## src/rtl/cdb_arbiter.sv

```systemverilog
// Round-robin arbiter for the common data bus: grants one finished execution unit
// per cycle and broadcasts its result on a registered CDB one cycle later.
module cdb_arbiter #(
  parameter int NUM_FU    = 4,
  parameter int ROB_TAG_W = 4,
  parameter int PREG_W    = 6,
  parameter int DATA_W    = 32
) (
  input  logic                        clk,
  input  logic                        rst,
  input  logic                        flush_i,
  input  logic [NUM_FU-1:0]           fu_valid_i,
  input  logic [NUM_FU*ROB_TAG_W-1:0] fu_tag_i,
  input  logic [NUM_FU*PREG_W-1:0]    fu_preg_i,
  input  logic [NUM_FU*DATA_W-1:0]    fu_data_i,
  input  logic [NUM_FU-1:0]           fu_mispredict_i,
  output logic [NUM_FU-1:0]           fu_ready_o,
  output logic                        cdb_valid_o,
  output logic [ROB_TAG_W-1:0]        cdb_tag_o,
  output logic [PREG_W-1:0]           cdb_preg_o,
  output logic [DATA_W-1:0]           cdb_data_o,
  output logic                        cdb_mispredict_o
);

  localparam int PTR_W = (NUM_FU > 1) ? $clog2(NUM_FU) : 1;

  logic [PTR_W-1:0]     r_rr_ptr;
  logic                 r_cdb_valid;
  logic [ROB_TAG_W-1:0] r_cdb_tag;
  logic [PREG_W-1:0]    r_cdb_preg;
  logic [DATA_W-1:0]    r_cdb_data;
  logic                 r_cdb_mispredict;

  logic                 w_grant;
  logic [PTR_W-1:0]     w_winner;
  logic [PTR_W-1:0]     w_idx;
  logic [PTR_W-1:0]     w_next_ptr;

  // Scan from the round-robin pointer, wrapping, and keep the first valid unit.
  // NOTE: every always_comb output gets a default first so no path leaves it
  // unassigned, which would otherwise infer a latch.
  always_comb begin
    w_grant  = 1'b0;
    w_winner = '0;
    w_idx    = '0;
    for (int k = 0; k < NUM_FU; k++) begin
      w_idx = PTR_W'((int'(r_rr_ptr) + k) % NUM_FU);
      if (!w_grant && fu_valid_i[w_idx]) begin
        w_grant  = 1'b1;
        w_winner = w_idx;
      end
    end
    if (rst || flush_i) begin
      w_grant = 1'b0;
    end
  end

  always_comb begin
    fu_ready_o = '0;
    if (w_grant) begin
      fu_ready_o = NUM_FU'(1) << w_winner;
    end
  end

  always_comb begin
    w_next_ptr = '0;
    if (int'(w_winner) != NUM_FU - 1) begin
      w_next_ptr = w_winner + PTR_W'(1);
    end
  end

  // NOTE: non-blocking assignments for all state so every register samples the
  // pre-edge values regardless of statement order. The payload registers are
  // reset too, so the bus shows zeros rather than X until the first broadcast.
  always_ff @(posedge clk) begin
    if (rst) begin
      r_rr_ptr         <= '0;
      r_cdb_valid      <= 1'b0;
      r_cdb_tag        <= '0;
      r_cdb_preg       <= '0;
      r_cdb_data       <= '0;
      r_cdb_mispredict <= 1'b0;
    end else if (w_grant) begin
      r_rr_ptr         <= w_next_ptr;
      r_cdb_valid      <= 1'b1;
      r_cdb_tag        <= fu_tag_i[int'(w_winner)*ROB_TAG_W +: ROB_TAG_W];
      r_cdb_preg       <= fu_preg_i[int'(w_winner)*PREG_W +: PREG_W];
      r_cdb_data       <= fu_data_i[int'(w_winner)*DATA_W +: DATA_W];
      r_cdb_mispredict <= fu_mispredict_i[w_winner];
    end else begin
      // Idle or flushed: tag/preg/data hold, only the qualifiers drop.
      r_cdb_valid      <= 1'b0;
      r_cdb_mispredict <= 1'b0;
    end
  end

  assign cdb_valid_o      = r_cdb_valid;
  assign cdb_tag_o        = r_cdb_tag;
  assign cdb_preg_o       = r_cdb_preg;
  assign cdb_data_o       = r_cdb_data;
  assign cdb_mispredict_o = r_cdb_mispredict;

endmodule

```

## config.mk

```make
export PLATFORM = sky130hd
export DESIGN_NAME = cdb_arbiter
export DESIGN_NICKNAME = d
export VERILOG_FILES = /design/src/rtl/cdb_arbiter.sv
export SDC_FILE = /design/constraint.sdc
export NUM_CORES = 1
export LEC_CHECK = 0
export CORE_MARGIN = 3
export CORE_UTILIZATION = 37
export CTS_CLUSTER_SIZE = 24
export DETAILED_ROUTE_END_ITERATION = 8
export PLACE_DENSITY = 0.92
export RECOVER_POWER = 100
export SYNTH_ARGS = -nofsm -noshare
export SYNTH_HDL_FRONTEND = slang
export SYNTH_SLANG_ARGS = --single-unit
```

## constraint.sdc

```tcl
create_clock -name clk -period 3.1 [get_ports clk]
set_input_delay 0.465 -clock clk [delete_from_list [all_inputs] [get_ports clk]]
set_output_delay 0.465 -clock clk [all_outputs]
set_load 0.03 [all_outputs]
```

==> flow_metrics.py <==
metrics = {
    "placed_design": {
        "io_buffers": 226,
        "dp_hpwl_mm": 8.95,
        "routabilityCongestion": 0.882,
    },
    "clock_network": {
        "clock-root-buffer": "clkbuf_8",
        "post_cts_buffers": 0,
        "clock_latency_ns": 0.29,
        "cts_buffers": 5,
        "postCtsResizedCells": 0,
        "clk_pin_slew_worst_paths_ns": 0.09,
        "cts.path.max_buffers": 2,
        "ctsHoldBuffers": 0,
        "clkSinkCount": 46,
        "cts_tree": "yes",
        "htreeDepth": 2,
    },
    "timing": {
        "hold_violations": 0,
        "fmax_mhz": 338,
        "post-route-period-util": 0.954,
        "timing.setup.tns_ns": 0,
        "rsz0062_at_grt": "no",
        "tightest_slew_ns": 1.21,
        "skew_ns": 0.00403,
        "hold-worst-slack_ns": 0.470,
        "slew_violations": 0,
        "slew_headroom": 0.195,
        "layout_min_cycle_time_ns": 2.96,
        "finalSetupViolCount": 0,
    },
    "worst_setup_path": {
        "crit_chain": "clkdlybuf4s50_1 -> nor2b_1 -> a211o_2 -> nand2_1 -> inv_1 -> buf_4 -> ha_1 -> and2_1 -> buf_4",
        "start_kind": "input port",
        "critPathSlowestCell": "clkdlybuf4s50_1",
        "crit_required_ns": 2.63,
        "critPathCaptureType": "output port",
        "crit_type": "input port to output port",
        "cpPeakStageDelay_ns": 0.59,
        "arrival_ns": 2.49,
        "r2r_cells": 6,
        "crit_path_frequent_cell": "buf_4",
        "cp.depth": 9,
        "cp_max_fo": 25,
        "crit_buf_inv": 4,
        "crit_family": "buffers and inverters",
        "rrSetupSlack_ns": 0.56,
    },
    "final_layout": {
        "layout.nets": 754,
        "layout_common_cells": "clkdlybuf4s50_1, nand2_1, mux2i_1",
        "layout_commonest_cell": "clkdlybuf4s50_1",
        "syn_to_final_growth_pct": 79.9,
        "antennaDiodeCount": 0,
        "layout-drive-gt1-share": 0.0522,
    },
    "global_routing": {
        "grt_pass1_vias": 3641,
        "grt_max_degree": 76,
        "grt_overflow": 0,
        "grtUsageTotal": 0.240,
        "grt_pass1_wl_mm": 17.5,
        "antenna_found_initial": 0,
    },
    "drt": {
        "via_count": 3646,
        "firstDrtPassIters": 5,
        "viasPerCell": 5.39,
        "drt-total-wl_mm": 11.5,
        "remaining_drc_errors": 0,
        "wl_per_cell_microns": 17.0,
        "ant_nets": 0,
        "drtIter0Drc": 105,
    },
    "floorplanning": {
        "die_x_microns": 96.2,
        "die_h_microns": 96.2,
        "fp-row-count": 32,
        "start_util": 0.385,
        "coreArea_sq_um": 7810,
        "die_area_sq_um": 9250,
        "num_io_pins": 227,
    },
    "synth": {
        "synth.yosys.seq_area_share": 0.306,
        "ys_ff_latch": 46,
        "synth_top_family_by_area": "compound AO/OA/AOI/OAI gates",
        "synth-compound-area-share": 0.289,
        "synth_xor_area_frac": 0,
        "yosys.area_share.simple": 0.173,
        "synth_cell_type_count": 30,
        "synthAdderAreaFrac": 0.00416,
        "syn_area_sq_um": 3010,
        "avgSynthCellArea_sq_um": 8.31,
        "yosys_warnings": 0,
        "synth_mux_area_frac": 0.160,
        "netlist_instances": 362,
        "syn_nets": 542,
    },
    "min_path": {
        "whs_path_depth": 2,
        "min_path_type": "flop to flop",
    },
    "pwr": {
        "power.leakage_nw": 2.24,
        "powerDensity_nw_per_um2": 382,
        "irDropWorstVdd_v": 0.000213,
    },
    "outcome": {
        "status": "complete, no violations",
    },
    "job": {
        "max_cap_viol_count": 0,
    },
}
-- path summary, 6_finish.rpt --
| check | from | end |
|---|---|---|
| setup / recovery | fu_valid_i[1] | fu_ready_o[3] |
| hold / removal | cdb_data_o[15] | cdb_data_o[15] |
| hold reg to reg | cdb_data_o[15] | cdb_data_o[15] |
| setup reg to reg | r_rr_ptr[1] | cdb_data_o[13] |
-- through the flow --
stage	cell area (sq um)	cells	setup slack, ns	util	power (mW)
after floorplan	3010	362	0.906	-	1.23
after global placement	5320	669	0.102	0.682	1.67
after detailed placement	5320	669	0.0764	0.682	1.70
after CTS	5430	677	0.0538	0.696	2.13
after global routing	5410	677	0.0164	0.693	2.18
final	5410	677	0.143	0.693	2.07
-- routing by layer --
layer | routed length, microns | vias to the layer above | track usage | share of wire
li1 | - | 1749 | - | -
met1 | 3900 | 1712 | 0.251 | 0.34
met2 | 6220 | 169 | 0.459 | 0.54
met3 | 1210 | 16 | 0.0743 | 0.10
met4 | 178 | 0 | 0.0616 | 0.015
met5 | 0 | - | 0 | 0
-- worst min-delay path, cell delays in order, from the launching register on --
cell,delay (ns)
dfxtp_1,0.33
nand2_1,0.05
o221ai_1,0.06
-- synthesized netlist by cell type --
cell	number	area, sq um
mux2i_1	48	480
nand2_1	48	180
dfxtp_1	46	921
and3_1	38	238
a21boi_0	37	278
o211ai_1	34	255
o21ai_1	28	140
clkbuf_1	17	63.8
o21ai_0	10	50.1
buf_2	7	35.0
nor2_1	6	22.5
buf_4	5	37.5
o221ai_1	5	43.8
buf_6	4	45.0
inv_1	4	15.0
nor2b_1	4	25.0
o211ai_2	3	37.5
a211oi_1	2	15.0
and2_1	2	12.5
inv_2	2	7.51
nand3_1	2	10.0
o21bai_1	2	15.0
a211o_1	1	8.76
a21oi_1	1	5.00
a311oi_1	1	8.76
a31oi_2	1	12.5
ha_1	1	12.5
nand2_2	1	6.26
nor2_8	1	20.0
or4_1	1	7.51
-- flip-flops by register name, indices dropped and copies added, names as in the netlist --
| register | count |
|---|---|
| cdb_tag_o | 4 |
| r_rr_ptr | 2 |
| cdb_preg_o | 6 |
| cdb_valid_o | 1 |
| cdb_mispredict_o | 1 |
| cdb_data_o | 32 |
-- report_power, final --
part           switching (mW)  internal (mW)  leakage [nW]
Clock                   0.199          0.226        0.0575
Combinational           0.468          0.468          1.80
Sequential             0.0393          0.667         0.379
-- cells by family (layout without fill, tap and decap cells) --
family,count (synthesis),after routing
AO/OA/AOI/OAI,125,125
AND/OR/NAND/NOR,103,103
multiplexers,48,48
flip-flops,46,46
buffers and inverters,39,252
adder cells (fa/ha/maj),1,1
-- cell type report --
class / count / area, sq um
Clock buffer: 8 / 110
Fill cell: 635 / 2390
Inverter: 6 / 22.5
Multi-Input combinational cell: 277 / 1900
Sequential cell: 46 / 921
Tap cell: 102 / 128
Timing Repair Buffer: 238 / 2330
Note: power is estimated with default switching activity, not from simulation.
